`src/rtl/branch_cmp_arbiter.sv`:
```
// Two-requester round-robin RISC-V branch comparator: IDLE -> CMP -> RESP handshake FSM.
// Define CMP_SIGNED_EN to support BLT/BGE; otherwise ops 100/101 report rsp_err.
module branch_cmp_arbiter #(
  parameter int unsigned N = 64
) (
  input  logic         clk,
  input  logic         rst_n,
  input  logic         req0_valid,
  output logic         req0_ready,
  input  logic [N-1:0] req0_a,
  input  logic [N-1:0] req0_b,
  input  logic [2:0]   req0_op,
  input  logic         req1_valid,
  output logic         req1_ready,
  input  logic [N-1:0] req1_a,
  input  logic [N-1:0] req1_b,
  input  logic [2:0]   req1_op,
  output logic         rsp_valid,
  input  logic         rsp_ready,
  output logic         rsp_id,
  output logic         rsp_taken,
  output logic         rsp_lt,
  output logic         rsp_eq,
  output logic         rsp_err
);

  typedef enum logic [1:0] {
    IDLE = 2'd0,
    CMP  = 2'd1,
    RESP = 2'd2
  } state_t;

  state_t         state_q, state_d;
  logic           rr_last_q, rr_last_d;
  logic [N-1:0]   a_q, a_d, b_q, b_d;
  logic [2:0]     op_q, op_d;
  logic           id_q, id_d;
  logic           rsp_id_q, rsp_id_d;
  logic           rsp_taken_q, rsp_taken_d;
  logic           rsp_lt_q, rsp_lt_d;
  logic           rsp_eq_q, rsp_eq_d;
  logic           rsp_err_q, rsp_err_d;

  logic any_valid, gnt_id;
  logic cmp_eq, cmp_ult, cmp_lt, op_legal, cmp_taken;

  // Contention goes to whoever did not win last; a lone requester always wins.
  always_comb begin
    any_valid = req0_valid | req1_valid;
    gnt_id    = (req0_valid & req1_valid) ? ~rr_last_q : req1_valid;
  end

  always_comb begin
    cmp_eq  = (a_q == b_q);
    cmp_ult = (a_q < b_q);
`ifdef CMP_SIGNED_EN
    cmp_lt   = (op_q[2:1] == 2'b10) ? ($signed(a_q) < $signed(b_q)) : cmp_ult;
    op_legal = (op_q[2:1] != 2'b01);
`else
    cmp_lt   = cmp_ult;
    op_legal = (op_q[2:1] == 2'b00) | (op_q[2:1] == 2'b11);
`endif
    cmp_taken = 1'b0;
    case (op_q)
      3'b000:         cmp_taken = cmp_eq;
      3'b001:         cmp_taken = ~cmp_eq;
      3'b100, 3'b110: cmp_taken = cmp_lt;
      3'b101, 3'b111: cmp_taken = ~cmp_lt;
      default:        cmp_taken = 1'b0;
    endcase
    cmp_taken = cmp_taken & op_legal;
  end

  always_comb begin
    state_d     = state_q;
    rr_last_d   = rr_last_q;
    a_d         = a_q;
    b_d         = b_q;
    op_d        = op_q;
    id_d        = id_q;
    rsp_id_d    = rsp_id_q;
    rsp_taken_d = rsp_taken_q;
    rsp_lt_d    = rsp_lt_q;
    rsp_eq_d    = rsp_eq_q;
    rsp_err_d   = rsp_err_q;
    req0_ready  = 1'b0;
    req1_ready  = 1'b0;
    case (state_q)
      IDLE: begin
        if (any_valid) begin
          // Gated by rst_n so neither ready can rise while reset is held.
          req0_ready = rst_n & ~gnt_id;
          req1_ready = rst_n & gnt_id;
          a_d        = gnt_id ? req1_a  : req0_a;
          b_d        = gnt_id ? req1_b  : req0_b;
          op_d       = gnt_id ? req1_op : req0_op;
          id_d       = gnt_id;
          rr_last_d  = gnt_id;
          state_d    = CMP;
        end
      end
      CMP: begin
        rsp_id_d    = id_q;
        rsp_taken_d = cmp_taken;
        rsp_lt_d    = cmp_lt;
        rsp_eq_d    = cmp_eq;
        rsp_err_d   = ~op_legal;
        state_d     = RESP;
      end
      RESP: begin
        if (rsp_ready) state_d = IDLE;
      end
      default: state_d = IDLE;
    endcase
  end

  always_ff @(posedge clk or negedge rst_n) begin
    if (!rst_n) begin
      state_q     <= IDLE;
      rr_last_q   <= 1'b1;
      a_q         <= '0;
      b_q         <= '0;
      op_q        <= '0;
      id_q        <= 1'b0;
      rsp_id_q    <= 1'b0;
      rsp_taken_q <= 1'b0;
      rsp_lt_q    <= 1'b0;
      rsp_eq_q    <= 1'b0;
      rsp_err_q   <= 1'b0;
    end else begin
      state_q     <= state_d;
      rr_last_q   <= rr_last_d;
      a_q         <= a_d;
      b_q         <= b_d;
      op_q        <= op_d;
      id_q        <= id_d;
      rsp_id_q    <= rsp_id_d;
      rsp_taken_q <= rsp_taken_d;
      rsp_lt_q    <= rsp_lt_d;
      rsp_eq_q    <= rsp_eq_d;
      rsp_err_q   <= rsp_err_d;
    end
  end

  assign rsp_valid = (state_q == RESP);
  assign rsp_id    = rsp_id_q;
  assign rsp_taken = rsp_taken_q;
  assign rsp_lt    = rsp_lt_q;
  assign rsp_eq    = rsp_eq_q;
  assign rsp_err   = rsp_err_q;

endmodule

```
`config.mk`:
```
export PLATFORM = sky130hd
export DESIGN_NAME = branch_cmp_arbiter
export DESIGN_NICKNAME = d
export VERILOG_FILES = /design/src/rtl/branch_cmp_arbiter.sv
export SDC_FILE = /design/constraint.sdc
export NUM_CORES = 1
export LEC_CHECK = 0
export ABC_AREA = 1
export CORE_UTILIZATION = 49
export DETAILED_ROUTE_END_ITERATION = 10
export PLACE_DENSITY = 0.86
export SYNTH_ARGS = -nofsm -noshare
export SYNTH_HDL_FRONTEND = slang
export SYNTH_SLANG_ARGS = --single-unit
```
`constraint.sdc`:
```
create_clock -name clk -period 4.3 [get_ports clk]
set_input_delay 0.645 -clock clk [delete_from_list [all_inputs] [get_ports clk]]
set_output_delay 0.645 -clock clk [all_outputs]
set_load 0.02 [all_outputs]
```
==> key figures, run 1 <==
Finish
  – Layout net count: 1553
  – Area Growth Syn to Fin: 44.4%
  – Ratio of cells with drive above 1 in the final layout: 0.0429
  – Most common library cell in the layout ignoring fill and taps: sky130_fd_sc_hd__clkdlybuf4s50_1
  – Top library cells by usage in the layout, fill and taps aside: 273 x sky130_fd_sc_hd__clkdlybuf4s50_1, 153 x sky130_fd_sc_hd__nor2_1, 143 x sky130_fd_sc_hd__nand2_1

Power and ir drop
  – Share of power burned in the clock network: 0.209
  – Reg power frac: 0.316
  – Worst ir drop on vdd: around 0.31 mV
  – Static leakage: 5.10 nW
  – Part of the total power dissipated in combinational logic: 0.475
  – Power Density: 642 mW/mm^2
  – Total net switching power: approximately 2.9 mW
  – Switching Fraction: 0.397
  – Int Pwr: between 4 and 5 mW

Critical path
  – Startpoint class of the critical path: input pin
  – Required time worst endpoint: roughly 3700 ps
  – Largest delay share family, worst path: buffers and inverters
  – Crit Path Max Fanout: 21
  – Cells along the critical path: clkdlybuf4s50_1 > o21ai_4 > nor3_1 > clkdlybuf4s50_1
  – Critical path buffers and inverters: 2
  – Critical R2R Launch: rr_last_q
  – Worst endpoint data arrival time: between 2000 and 2500 ps
  – Launching element of the worst setup path: req1_valid
  – Nature of the critical path endpoint: output pin
  – Max stage delay cell, worst path: sky130_fd_sc_hd__clkdlybuf4s50_1
  – CP peak stage delay: roughly 560 ps
  – Most frequent cell on the critical path: sky130_fd_sc_hd__clkdlybuf4s50_1
  – Crit Path Category: input pin to output pin

Placed design
  – Number of I/O port buffers: roughly 270
  – RePlAce Congestion: 0.826
  – HPWL Detailed: 16000 um

STA
  – Setup-violating endpoint count in the final report: 0
  – Final critical-path required period: about 3000 ps
  – Final hold violation count: 0
  – Worst max-slew margin expressed relative to the limit: 0.224
  – Count of final max-slew check failures: 0
  – Share of the clock period used by the worst path after layout: 0.698
  – Layout Skew: ~12 ps
  – Setup repair after global routing missed its margin: false
  – Highest clock frequency the design can meet: about 330 MHz
  – Setup TNS: 0 ps
  – Measured slew at the worst slew-check pin: approximately 1200 ps
  – WHS: about 130 ps

Global route
  – GRT overflow: 0
  – Number of antenna violations at the first check in global routing: 2
  – Vias in the first global route: approximately 7400
  – Largest net degree at the start of global routing: about 130
  – Global-route wire length before repair: roughly 36000 um
  – Global-route usage over all layers: 0.283

Route
  – Avg WL per Cell: 15.8 um
  – Initial DRC Count: 552
  – Antenna-violating nets left: 0
  – Sum of routed wire length over all layers: roughly 23000 um
  – Vias/cell: about 5.3
  – Number of vias in the routed layout: between 7000 and 8000
  – Number of optimization iterations in the first detailed-route pass: 7
  – DRC violation count after routing: 0

Yosys
  – Number of enable flip-flop cells after synthesis: 0
  – Number of storage elements in the synthesis netlist: 140
  – Synth Cell Area: a little under 0.008 mm^2
  – Primary flip-flop cell chosen by synthesis mapping: sky130_fd_sc_hd__dfrtp_1
  – Synth Instances: 978
  – Proportion of synthesized chip area in sequential cells: 0.448
  – Post-synth cell types: 30
  – Post-synthesis average cell area: around 8 um^2
  – Asr flop ratio synth: 1.00
  – Warnings, synthesis: 0
  – Mapped Nets: ~1300

Run status
  – Result of the run: complete, no violations

Die
  – Area inside the core boundary: 0.0154 mm^2
  – Die width: between 100 and 150 um
  – Rows: 45
  – Die Span Y: about 130 um
  – Total Die Area: roughly 0.016 mm^2
  – Initial core utilization: 0.509
  – Total I/O pin count: roughly 280

Clock network
  – Root buffer selected by CTS: sky130_fd_sc_hd__clkbuf_16
  – # resized after CTS: 0
  – H-tree lvl count: 4
  – Number of setup buffers added after CTS: 0
  – Clock latency on the worst-skew pair: 420 ps
  – Clock sink count: between 100 and 150
  – Worst-case clock buffer depth: 2
  – Clock slew at the register clock pins of the worst setup and hold paths: 60 ps
  – TritonCTS clock tree: built
  – Number of buffers added by the clock tree synthesis step: 17
  – Hold_buf cts: 0

Job
  – Max Cap Viol: 0

Worst hold path
  – Type of the tightest min-delay check: input pin to async pin
## kinds of logic (layout without fill, tap and decap cells)
kind of cell | count (synthesis) | after routing | share of synthesized area
AO/OA/AOI/OAI | 312 | 312 | 0.213
adder cells (fa/ha/maj) | 64 | 64 | 0.102
buffers and inverters | 143 | 400 | 0.0731
flip-flops | 140 | 140 | 0.448
other | 0 | 1 | 0
AND/OR/NAND/NOR | 319 | 319 | 0.163
## stage by stage
stage | util | cells | area (um^2) | power, mW | setup slack (ps)
2_1_floorplan | - | 978 | 7820 | 4.67 | 2090
3_3_place_gp | 0.695 | 1414 | 10700 | 5.53 | 1300
3_5_place_dp | 0.695 | 1414 | 10700 | 5.71 | 1160
4_1_cts | 0.734 | 1446 | 11300 | 7.28 | 1290
5_1_grt | 0.734 | 1446 | 11300 | 7.90 | 1220
6_report | 0.735 | 1447 | 11300 | 7.25 | 1300
## Yosys cell counts, types with 2 or more instances
library cell / n / share of area
sky130_fd_sc_hd__nand4_1: 3 / 0.0024
sky130_fd_sc_hd__ha_1: 64 / 0.10
sky130_fd_sc_hd__o21ai_0: 135 / 0.086
sky130_fd_sc_hd__nor2_1: 153 / 0.073
sky130_fd_sc_hd__buf_2: 16 / 0.010
sky130_fd_sc_hd__inv_2: 2 / 0.00096
sky130_fd_sc_hd__clkbuf_1: 37 / 0.018
sky130_fd_sc_hd__buf_4: 4 / 0.0038
sky130_fd_sc_hd__nor2_2: 4 / 0.0032
sky130_fd_sc_hd__o22ai_1: 67 / 0.054
sky130_fd_sc_hd__nand2_2: 2 / 0.0016
sky130_fd_sc_hd__o21a_1: 4 / 0.0038
sky130_fd_sc_hd__o21ai_1: 70 / 0.045
sky130_fd_sc_hd__a21oi_1: 32 / 0.020
sky130_fd_sc_hd__inv_1: 83 / 0.040
sky130_fd_sc_hd__nand3_1: 7 / 0.0045
sky130_fd_sc_hd__nand2_1: 144 / 0.069
sky130_fd_sc_hd__dfrtp_1: 139 / 0.44
## worst reg2reg max path, stage by stage, from the launching register on
cell and delay, ps:
sky130_fd_sc_hd__dfstp_2 530, sky130_fd_sc_hd__nand2_1 80, sky130_fd_sc_hd__nand2_4 70, sky130_fd_sc_hd__buf_4 600, sky130_fd_sc_hd__buf_4 740, sky130_fd_sc_hd__nor2_1 170
sky130_fd_sc_hd__o21ai_1 190
## per-layer routing
metal	routed length [um]	global-route usage	vias up
met2	11300	0.492	288
met3	1890	0.0753	38
met4	543	0.0997	2
met1	9100	0.339	3518
met5	13	0	-
li1	-	-	3775
## flip-flops by register name (all words and copies together) (netlist names)
signal	flops
a_q	64
b_q	64
op_q	3
state_q	2
id_q	1
rr_last_q	1
rsp_eq	1
rsp_err	1
rsp_id	1
rsp_lt	1
rsp_taken	1
## power groups by stage
stage / logic [mW] / registers [mW] / clock network (mW)
floorplan: 2.43 / 2.24 / 0
global placement: 3.25 / 2.28 / 0
detailed placement: 3.40 / 2.31 / 0
CTS: 3.46 / 2.29 / 1.53
global route: 3.95 / 2.36 / 1.59
finish: 3.44 / 2.29 / 1.51
## layout make-up
type                    instances  area (um^2)
fillers                      1176         4080
multi-input cells             695         3760
flip-flops and latches        140         3500
repair buffers                282         2830
clock buffers                  25          495
inverters                      86          327
well taps                     211          264
clock inverters                 7          110
diodes                          1         2.50
## path summary, 6_finish.rpt
check	to	slack [ps]	cells past startpoint
min reg2reg	rr_last_q	470	2
max reg2reg	a_q[4]	1830	6
max in group asynchronous	b_q[39]	2990	2
min in group clk	rr_last_q	470	2
max	req0_ready	1300	4
min	a_q[5]	130	1
Note: power is estimated with default switching activity, not from simulation.
==> inputs of run 2 (changes only) <==
- CORE_UTILIZATION: 49 -> 41
- PLACE_DENSITY: 0.86 -> 0.77
- clock period: 4.3 -> 2.4 ns (I/O delays scaled with it)
==> key figures, run 2 (synthesis gave the netlist of run 1 again) <==
STA
  – WHS: -2.39 ps (-136 ps)
  – Highest clock frequency the design can meet: roughly 440 MHz
  – Setup repair after global routing missed its margin: false
  – Setup-violating endpoint count in the final report: 0 (unchanged)
  – Worst max-slew margin expressed relative to the limit: 0.446 (+0.222)
  – Setup TNS: 0 ps (unchanged)
  – Final critical-path required period: approximately 2300 ps
  – Measured slew at the worst slew-check pin: 831 ps (-333 ps)
  – Share of the clock period used by the worst path after layout: 0.953
  – Count of final max-slew check failures: 0 (unchanged)
  – Final hold violation count: 5 (+5)
  – Layout Skew: 8.32 ps (-3.23 ps)

Finish
  – Area Growth Syn to Fin: 46.5%
  – Top library cells by usage in the layout, fill and taps aside: 272 x sky130_fd_sc_hd__clkdlybuf4s50_1, 152 x sky130_fd_sc_hd__nor2_1, 143 x sky130_fd_sc_hd__nand2_1
  – Antenna diode count: 0 (-1)
  – Ratio of cells with drive above 1 in the final layout: 0.0484 (+0.00551)
  – Largest registers: a_q: 64 flops, b_q: 64 flops, op_q: 3 flops
  – Filler Cell Count: 1605 (+36%)
  – Layout net count: 1557 (+0.26%)
  – Most common library cell in the layout ignoring fill and taps: sky130_fd_sc_hd__clkdlybuf4s50_1
  – Core Util, Final: 0.613 (-0.122)
  – Layout Cells excl Fill: 1473 (+1.8%)

Critical path
  – Setup slack, reg-to-reg: 510 ps (-1320 ps)
  – Critical R2R Launch: state_q[0]
  – Required time worst endpoint: 2040 ps (-1610 ps)
  – Crit Path Category: register to output pin
  – Startpoint class of the critical path: register
  – Capture instance of the worst register-to-register path: a_q[53]
  – Crit Path Max Fanout: 5 (-76%)
  – Register-to-Register Path Depth: 7 (+1)
  – Nature of the critical path endpoint: output pin
  – Worst endpoint data arrival time: 1930 ps (-430 ps)

Placed design
  – Total instance count after detailed placement: 1441 (+1.9%)
  – RePlAce Congestion: 0.821 (-0.65%)
  – Number of I/O port buffers: 274 (unchanged)
  – HPWL Detailed: 16200 um (+1.2%)

Power and ir drop
  – Power Density: 1150 mW/mm^2 (+80%)
  – Share of power burned in the clock network: 0.220 (+0.011)
  – Worst ir drop on vdd: 0.522 mV (+66%)
  – Reg power frac: 0.310 (-0.006)
  – Static leakage: 5.17 nW (+1.5%)
  – Int Pwr: 8.07 mW (+84%)
  – Part of the total power dissipated in combinational logic: 0.470 (-0.005)
  – Total net switching power: 5.15 mW (+79%)
  – Switching Fraction: 0.389 (-0.00705)

Die
  – Die width: 140 um (+9.2%)
  – Total I/O pin count: 275 (unchanged)
  – Total Die Area: 0.0196 mm^2 (+19%)
  – Initial core utilization: 0.418 (-0.0907)
  – Die Span Y: 140 um (+9.2%)
  – Area inside the core boundary: 0.0187 mm^2 (+22%)
  – Rows: 50 (+11%)

Run status
  – Failing checks: negative hold slack
  – Result of the run: finished with violations

Route
  – Antenna-violating nets left: 0 (unchanged)
  – Number of vias in the routed layout: 7588 (-0.43%)
  – Number of optimization iterations in the first detailed-route pass: 7 (unchanged)
  – Vias/cell: 5.15 (-2.2%)
  – Sum of routed wire length over all layers: 22800 um (-0.31%)
  – Avg WL per Cell: 15.5 um (-2.1%)
  – DRC violation count after routing: 0 (unchanged)
  – Initial DRC Count: 332 (-40%)

Global route
  – Peak-usage layer in the global routing report: met2
  – Number of antenna violations at the first check in global routing: 1 (-1)
  – Largest net degree at the start of global routing: 141 (+6.8%)
  – Met1 Resource Use GR: 0.308 (-0.0310)
  – Global-route usage over all layers: 0.240 (-0.0429)
  – Met3 Resource Use GR: 0.0506 (-0.0247)
  – Vias in the first global route: 7643 (+2.9%)
  – Met2 global-route usage: 0.407 (-0.0853)
  – GRT overflow: 0 (unchanged)
  – Global-route wire length before repair: 37400 um (+3.3%)

Clock network
  – TritonCTS clock tree: built
  – Clock latency on the worst-skew pair: 420 ps (about the same)
  – Clock slew at the register clock pins of the worst setup and hold paths: 60 ps (about the same)
  – H-tree lvl count: 4 (unchanged)
  – Number of buffers added by the clock tree synthesis step: 17 (unchanged)
  – Root buffer selected by CTS: sky130_fd_sc_hd__clkbuf_16
  – Clock sink count: 140 (unchanged)
  – Number of setup buffers added after CTS: 0 (unchanged)
  – Worst-case clock buffer depth: 2 (unchanged)

Worst hold path
  – Type of the tightest min-delay check: input pin to async pin

Job
  – Max Cap Viol: 0 (unchanged)
[run 2: worst max path at each step]
stage               depth (start not counted)  startpoint          to  slack [ps]
floorplan                                   5   rr_last_q  req0_ready         600
CTS                                         5   rr_last_q  req0_ready          20
detailed placement                          7  req1_valid     a_q[41]          50
global placement                            6  req0_valid  req0_ready         130
finish                                      4  state_q[0]  req1_ready         110
global route                                4  state_q[0]  req1_ready          20
[run 2: metrics by stage]
stage	instance area (um^2)	power, mW	worst slack, ps
CTS	11500	13.3	18.6
floorplan	7820	8.36	601
global placement	10800	10.1	132
global route	11500	14.5	20.7
detailed placement	10800	10.4	50.7
finish	11500	13.2	113
[run 2: power groups by stage]
| stage | sequential (mW) | combinational (mW) | clock [mW] |
|---|---|---|---|
| 6_report | 4.10 | 6.21 | 2.90 |
| 5_1_grt | 4.23 | 7.21 | 3.06 |
| 4_1_cts | 4.10 | 6.30 | 2.95 |
| 3_5_place_dp | 4.13 | 6.22 | 0 |
| 3_3_place_gp | 4.09 | 5.98 | 0 |
| 2_1_floorplan | 4.02 | 4.35 | 0 |
[run 2: timing repair]
item	CTS	global route
hold buffers	0	0
gates resized for setup	1	1
setup endpoints to repair	1	1
[run 2: routing by layer]
metal	vias to the layer above	wire, um
met2	241	11000
li1	3782	-
met3	31	1440
met5	-	17
met1	3532	9890
met4	2	415
[run 2: layout make-up]
cell class | count | area, um^2 | area share
inverters | 86 | 327 | 0.0285
clock inverters | 11 | 190 | 0.0166
flip-flops and latches | 140 | 3500 | 0.306
clock buffers | 21 | 460 | 0.0402
multi-input cells | 695 | 3760 | 0.328
well taps | 234 | 293 | 0.0255
repair buffers | 286 | 2920 | 0.255
[run 2: worst max-delay path, cell delays in order (launching register included)]
cell and delay (ps):
sky130_fd_sc_hd__dfrtp_1 430, sky130_fd_sc_hd__nor2_2 240, sky130_fd_sc_hd__nand2_1 130, sky130_fd_sc_hd__nor2_1 110, sky130_fd_sc_hd__clkdlybuf4s50_1 610
